### src/rtl/bus_cycle_gen_if.sv
// bus_cycle_gen_if: request/response port plus 8088-style bus pins.
// master is the cycle generator side; slave is the requester/peripheral side.
interface bus_cycle_gen_if #(
    parameter int ADDR_W = 20,
    parameter int DATA_W = 8
);
    logic              req_valid;
    logic              req_ready;
    logic [ADDR_W-1:0] req_addr;
    logic [DATA_W-1:0] req_wdata;
    logic              req_write;
    logic              req_io;
    logic              rsp_valid;
    logic [DATA_W-1:0] rsp_rdata;
    logic              rsp_err;
    logic              ALE;
    logic              RD_N;
    logic              WR_N;
    logic              IOM;
    logic [ADDR_W-1:0] ADDRESS;
    logic [DATA_W-1:0] DATA_OUT;
    logic              DATA_OE;
    logic [DATA_W-1:0] DATA_IN;
    logic              READY;

    modport master (
        input  req_valid, req_addr, req_wdata, req_write, req_io, DATA_IN, READY,
        output req_ready, rsp_valid, rsp_rdata, rsp_err,
        output ALE, RD_N, WR_N, IOM, ADDRESS, DATA_OUT, DATA_OE
    );

    modport slave (
        output req_valid, req_addr, req_wdata, req_write, req_io, DATA_IN, READY,
        input  req_ready, rsp_valid, rsp_rdata, rsp_err,
        input  ALE, RD_N, WR_N, IOM, ADDRESS, DATA_OUT, DATA_OE
    );
endinterface

### src/rtl/bus_cycle_gen.sv
// bus_cycle_gen: turns single-beat valid/ready requests into T1-T4 bus cycles.
// Define WAIT_TIMEOUT_EN to abort wait states after MAX_WAIT TW cycles with rsp_err.
module bus_cycle_gen #(
    parameter int ADDR_W   = 20,
    parameter int DATA_W   = 8,
    parameter int MAX_WAIT = 15
) (
    input logic             CLK,
    input logic             RESET_N,
    bus_cycle_gen_if.master bus
);
    typedef enum logic [5:0] {
        IDLE = 6'b000001,
        T1   = 6'b000010,
        T2   = 6'b000100,
        T3   = 6'b001000,
        TW   = 6'b010000,
        T4   = 6'b100000
    } state_t;

    state_t            r_state, w_next;
    logic              r_write, r_ale, r_rd_n, r_wr_n, r_iom, r_data_oe, r_rsp_valid, r_rsp_err;
    logic [ADDR_W-1:0] r_addr;
    logic [DATA_W-1:0] r_wdata, r_rdata;
    logic              w_req_ready, w_accept, w_wait_phase, w_timeout, w_strobe;

    if (MAX_WAIT < 1) begin : g_max_wait_check
        $error("MAX_WAIT must be at least 1");
    end

    assign w_req_ready  = RESET_N && (r_state == IDLE || r_state == T4);
    assign w_accept     = w_req_ready && bus.req_valid;
    assign w_wait_phase = r_state == T3 || r_state == TW;

`ifdef WAIT_TIMEOUT_EN
    localparam int CW = ($clog2(MAX_WAIT + 1) > 4) ? $clog2(MAX_WAIT + 1) : 4;
    logic [CW-1:0] r_wait_cnt;
    always_ff @(posedge CLK) begin
        if (!RESET_N || r_state == T1) r_wait_cnt <= '0;
        else if (r_state == TW) r_wait_cnt <= r_wait_cnt + 1'b1;
    end
    // r_wait_cnt counts earlier TW cycles, so this fires at the end of the MAX_WAIT-th one
    assign w_timeout = r_state == TW && !bus.READY && r_wait_cnt == CW'(MAX_WAIT - 1);
`else
    assign w_timeout = 1'b0;
`endif

    always_comb begin
        w_next = IDLE;
        if (w_accept) w_next = T1;
        else if (r_state == T1) w_next = T2;
        else if (r_state == T2) w_next = T3;
        else if (w_wait_phase) w_next = (bus.READY || w_timeout) ? T4 : TW;
    end

    always_ff @(posedge CLK) begin
        if (!RESET_N) r_state <= IDLE;
        else r_state <= w_next;
    end

    // Bus pins are registered from the next state so they change cleanly on the edge
    assign w_strobe = w_next == T2 || w_next == T3 || w_next == TW;

    always_ff @(posedge CLK) begin
        if (!RESET_N) begin
            r_ale       <= 1'b0;
            r_rd_n      <= 1'b1;
            r_wr_n      <= 1'b1;
            r_data_oe   <= 1'b0;
            r_rsp_valid <= 1'b0;
            r_rsp_err   <= 1'b0;
            r_addr      <= '0;
            r_iom       <= 1'b0;
            r_wdata     <= '0;
            r_write     <= 1'b0;
            r_rdata     <= '0;
        end else begin
            r_ale       <= w_next == T1;
            r_rd_n      <= !(w_strobe && !r_write);
            r_wr_n      <= !(w_strobe && r_write);
            r_data_oe   <= w_strobe && r_write;
            r_rsp_valid <= w_next == T4;
            r_rsp_err   <= w_timeout;
            if (w_accept) begin
                r_addr  <= bus.req_addr;
                r_iom   <= bus.req_io;
                r_wdata <= bus.req_wdata;
                r_write <= bus.req_write;
            end
            if (w_wait_phase && bus.READY && !r_write) r_rdata <= bus.DATA_IN;
        end
    end

    assign bus.req_ready = w_req_ready;
    assign bus.rsp_valid = r_rsp_valid;
    assign bus.rsp_rdata = r_rdata;
    assign bus.rsp_err   = r_rsp_err;
    assign bus.ALE       = r_ale;
    assign bus.RD_N      = r_rd_n;
    assign bus.WR_N      = r_wr_n;
    assign bus.IOM       = r_iom;
    assign bus.ADDRESS   = r_addr;
    assign bus.DATA_OUT  = r_wdata;
    assign bus.DATA_OE   = r_data_oe;
endmodule

### src/flat_wrapper.sv
// flat-port wrapper written by rule: the top's interface ports become plain ports
module bus_cycle_gen_flat 
#(
    parameter int ADDR_W   = 20,
    parameter int DATA_W   = 8,
    parameter int MAX_WAIT = 15
)
  (CLK, RESET_N, bus_req_valid, bus_req_addr, bus_req_wdata, bus_req_write, bus_req_io, bus_DATA_IN, bus_READY, bus_req_ready, bus_rsp_valid, bus_rsp_rdata, bus_rsp_err, bus_ALE, bus_RD_N, bus_WR_N, bus_IOM, bus_ADDRESS, bus_DATA_OUT, bus_DATA_OE);
  bus_cycle_gen_if #(.ADDR_W(ADDR_W), .DATA_W(DATA_W)) bus_i ();
  input logic CLK;
  input logic RESET_N;
  input wire logic [$bits(bus_i.req_valid)-1:0] bus_req_valid;
  input wire logic [$bits(bus_i.req_addr)-1:0] bus_req_addr;
  input wire logic [$bits(bus_i.req_wdata)-1:0] bus_req_wdata;
  input wire logic [$bits(bus_i.req_write)-1:0] bus_req_write;
  input wire logic [$bits(bus_i.req_io)-1:0] bus_req_io;
  input wire logic [$bits(bus_i.DATA_IN)-1:0] bus_DATA_IN;
  input wire logic [$bits(bus_i.READY)-1:0] bus_READY;
  output wire logic [$bits(bus_i.req_ready)-1:0] bus_req_ready;
  output wire logic [$bits(bus_i.rsp_valid)-1:0] bus_rsp_valid;
  output wire logic [$bits(bus_i.rsp_rdata)-1:0] bus_rsp_rdata;
  output wire logic [$bits(bus_i.rsp_err)-1:0] bus_rsp_err;
  output wire logic [$bits(bus_i.ALE)-1:0] bus_ALE;
  output wire logic [$bits(bus_i.RD_N)-1:0] bus_RD_N;
  output wire logic [$bits(bus_i.WR_N)-1:0] bus_WR_N;
  output wire logic [$bits(bus_i.IOM)-1:0] bus_IOM;
  output wire logic [$bits(bus_i.ADDRESS)-1:0] bus_ADDRESS;
  output wire logic [$bits(bus_i.DATA_OUT)-1:0] bus_DATA_OUT;
  output wire logic [$bits(bus_i.DATA_OE)-1:0] bus_DATA_OE;
  assign bus_i.req_valid = bus_req_valid;
  assign bus_i.req_addr = bus_req_addr;
  assign bus_i.req_wdata = bus_req_wdata;
  assign bus_i.req_write = bus_req_write;
  assign bus_i.req_io = bus_req_io;
  assign bus_i.DATA_IN = bus_DATA_IN;
  assign bus_i.READY = bus_READY;
  assign bus_req_ready = bus_i.req_ready;
  assign bus_rsp_valid = bus_i.rsp_valid;
  assign bus_rsp_rdata = bus_i.rsp_rdata;
  assign bus_rsp_err = bus_i.rsp_err;
  assign bus_ALE = bus_i.ALE;
  assign bus_RD_N = bus_i.RD_N;
  assign bus_WR_N = bus_i.WR_N;
  assign bus_IOM = bus_i.IOM;
  assign bus_ADDRESS = bus_i.ADDRESS;
  assign bus_DATA_OUT = bus_i.DATA_OUT;
  assign bus_DATA_OE = bus_i.DATA_OE;
  bus_cycle_gen #(.ADDR_W(ADDR_W), .DATA_W(DATA_W), .MAX_WAIT(MAX_WAIT)) u_core (.CLK(CLK), .RESET_N(RESET_N), .bus(bus_i));
endmodule
### config.mk
export PLATFORM = sky130hd
export DESIGN_NAME = bus_cycle_gen_flat
export DESIGN_NICKNAME = d
export VERILOG_FILES = /design/src/rtl/bus_cycle_gen_if.sv /design/src/rtl/bus_cycle_gen.sv /design/src/flat_wrapper.sv
export SDC_FILE = /design/constraint.sdc
export NUM_CORES = 1
export LEC_CHECK = 0
export ABC_AREA = 1
export CORE_MARGIN = 2
export CORE_UTILIZATION = 44
export CTS_CLUSTER_DIAMETER = 120
export DETAILED_ROUTE_END_ITERATION = 10
export MAX_ROUTING_LAYER = met4
export PLACE_DENSITY = 0.86
export SLEW_MARGIN = 20
export SYNTH_ARGS = -nofsm -noshare
export SYNTH_HDL_FRONTEND = slang
export SYNTH_SLANG_ARGS = --single-unit
### constraint.sdc
create_clock -name CLK -period 2.9 [get_ports CLK]
set_input_delay 0.58 -clock CLK [delete_from_list [all_inputs] [get_ports CLK]]
set_output_delay 0.58 -clock CLK [all_outputs]
set_load 0.01 [all_outputs]
==> summary.md <==
| Metric | Value |
|---|---|
| Min Clock Period, post-route | `around 2.4 ns` |
| Status | `complete, no violations` |
| Core outline area | `between 0.004 and 0.005 mm^2` |
| Leak | `around 1.3 nW` |
| Vias post-DR | `roughly 1800` |
| Via density | `approximately 4.7` |
| Cells after synthesis | `around 250` |
| Slew of the pin with the lowest slew margin | `approximately 0.56 ns` |
| Fillers | `365` |
| Worst-case clock buffer depth | `2` |
| Syn nets | `between 200 and 300` |
| WP data required | `2.32 ns` |
| Critical R2R Launch | `u_core.r_state[4]` |
| Final hold viol count | `0` |
| Buffer count from post-CTS setup fixing | `0` |
| CP Class | `in -> out` |
| Period utilization | `0.8177` |
| Seq/Total Area, Yosys | `0.5048` |
| Synth cell types | `19` |
| Final non-filler cell total | `roughly 380` |
| RR Endpoint | `u_core.bus.rsp_rdata[1]` |
| Clk_skew | `about 0.0055 ns` |
| Total gr overflow | `0` |
| Clock slew at reported path FFs | `~0.08 ns` |
| Placed cells | `between 300 and 400` |
| Maximum vdd drop | `approximately 0.28 mV` |
| Crit path capture type | `primary output` |
| Drt wl/cell | `between 10 and 15 um` |
| Die extent in x | `between 70 and 80 um` |
| Max Slew Vio Count | `0` |
| Die area | `around 0.0050 mm^2` |
| DRC viols | `0` |
| Net count, final | `roughly 380` |
| 1st-iter DRT viols | `96` |
| CTS tree | `done` |
| Hold_buf cts | `0` |
| Final Worst Setup Slack | `0.5287 ns` |
| Max Cap Violations | `0` |
| Final setup violation count | `0` |
| Min-delay worst type | `reg -> reg` |
| Htree depth | `2` |
| GRT Util Overall | `0.1932` |
| Worst hold path endpoint | `u_core.bus.ADDRESS[6]` |
| Number of global-route vias before repair | `about 1700` |
| Synth Register Bits | `slightly below 50` |
| Largest net degree at the start of global routing | `44` |
| Antenna diodes | `0` |
| First-pass GRT wire length | `7472 um` |
| Number of cells on the worst hold path | `2` |
| # IOs | `86` |
| Ys Warns | `0` |
| Worst-Skew Late Latency | `0.29 ns` |
| Final setup TNS | `0 ns` |
| GP Congestion | `between 0.8 and 0.9` |
| CP Max Fanout | `3` |
| Initial antenna violation count | `0` |
| Power per Cell Area | `~460 mW/mm^2` |
| Slew Limit Headroom | `0.6291` |
| R2R setup slack | `around 1.3 ns` |
| Root buf cell | `clkbuf_8` |
| Hold path startpoint | `u_core.bus.ADDRESS[6]` |
| WP data arrival | `1.79 ns` |
| Final antenna-violating net count | `0` |
| Syn avg cell area | `between 7 and 8 um^2` |
| Fmax | `roughly 0.42 GHz` |
| DP HPWL | `3141 um` |
| Share of cells above drive strength 1 | `0.09639` |
| Die Y-Extent | `between 70 and 80 um` |
| Port Buf Inserts | `84` |
| Dpl ws | `0.5123 ns` |
| Cell Area, Synth | `just under 0.002 mm^2` |
| RSZ-0062 raised after global routing | `false` |
| Critical path launch point type | `input pin` |
| Initial Util | `0.4525` |
| R2r worst-path depth | `7` |
| Sinks on Clock Net | `49` |
| Total CTS buffers | `5` |
| Pre-Repair DR Iteration Count | `4` |
| Area Overhead vs Synth | `45.91%` |
| Row count | `24` |
| Total Wirelength | `about 4500 um` |
| Post_cts resized | `0` |
[cell type report]
type                    count  area (um^2)  share of cell area
flip-flops and latches     49        980.9              0.3460
repair buffers             86        855.8              0.3019
multi-input cells         156        726.9              0.2564
inverters                  35        132.6             0.04678
clock buffers               5        68.82             0.02427
well taps                  52        65.06             0.02295
clock inverters             1        5.005            0.001765
[cell usage after synthesis]
cell / number / area share
inv_1: 33 / 0.064
nand3_4: 1 / 0.0090
clkbuf_1: 1 / 0.0019
nor2_2: 3 / 0.0097
clkinv_2: 1 / 0.0026
a21oi_1: 1 / 0.0026
nand4_1: 10 / 0.032
dfxtp_1: 49 / 0.50
nand2_2: 19 / 0.061
buf_2: 5 / 0.013
nand3_1: 37 / 0.095
clkinv_1: 1 / 0.0019
buf_1: 4 / 0.0077
conb_1: 1 / 0.0019
buf_4: 1 / 0.0039
buf_6: 1 / 0.0058
nand2_1: 66 / 0.13
nor2_1: 18 / 0.035
buf_12: 2 / 0.021
[sequential cells by signal (all words and copies together) (netlist names)]
signal,count
u_core.bus.DATA_OUT,8
u_core.r_write,1
u_core.bus.WR_N,1
u_core.bus.DATA_OE,1
u_core.bus.ALE,1
u_core.bus.RD_N,1
u_core.bus.rsp_rdata,8
u_core.bus.rsp_valid,1
u_core.bus.ADDRESS,20
u_core.bus.IOM,1
u_core.r_state,6
[report_power, final]
group          switching, mW  internal [mW]
registers             0.0179          0.708
logic                 0.0982          0.127
clock network          0.203          0.159
[worst max-delay path, cell delays in order]
cell and delay [ns]:
clkdlybuf4s50_1 0.47, inv_1 0.07, a21oi_1 0.11, clkdlybuf4s50_1 0.56
[cell usage in the layout (no fill, tap or decap), types with 2 or more instances in the layout]
cell             Yosys  routed
nor2_2               3       3
nand2_2             19      19
buf_4                1       2
inv_1               33      33
nand2_1             66      66
dfxtp_1             49      49
nor2_1              18      18
clkinv_2             1       2
nand4_1             10      10
clkbuf_8             0       5
clkdlybuf4s50_1      0      84
nand3_1             37      37
[worst max-delay path by stage]
stage | from | to | slack (ns) | cells past startpoint
after detailed placement | RESET_N | bus_req_ready | 0.51 | 4
final | RESET_N | bus_req_ready | 0.53 | 4
after global placement | RESET_N | bus_req_ready | 0.51 | 4
after floorplan | RESET_N | bus_req_ready | 1.30 | 3
after CTS | RESET_N | bus_req_ready | 0.51 | 4
after global routing | RESET_N | bus_req_ready | 0.43 | 4
[layer usage]
layer  track usage  share of wire  up-vias
met2        0.3197           0.48       60
met4       0.05556         0.0038        0
li1              -              -      930
met1        0.2218           0.43      820
met3       0.06638          0.080        2
met5             -              0        -
[stage by stage]
stage               utilization  hold WS [ns]  area, um^2  power, mW
floorplan                     -        0.4201        1943     0.8373
global route             0.6603        0.4891        2835      1.376
finish                   0.6603        0.4642        2835      1.313
global placement         0.6431        0.4386        2761     0.9645
detailed placement       0.6431        0.4535        2761     0.9685
CTS                      0.6603        0.4677        2835      1.328
[cells by family (layout without fill, tap and decap cells)]
family          Yosys count  in the layout  share of synthesized area
compound gates            1              1                   0.002573
other cells               1              1                   0.001930
simple gates            154            154                     0.3696
flops                    49             49                     0.5048
buf+inv                  49            127                     0.1210
Note: power is estimated with default switching activity, not from simulation.
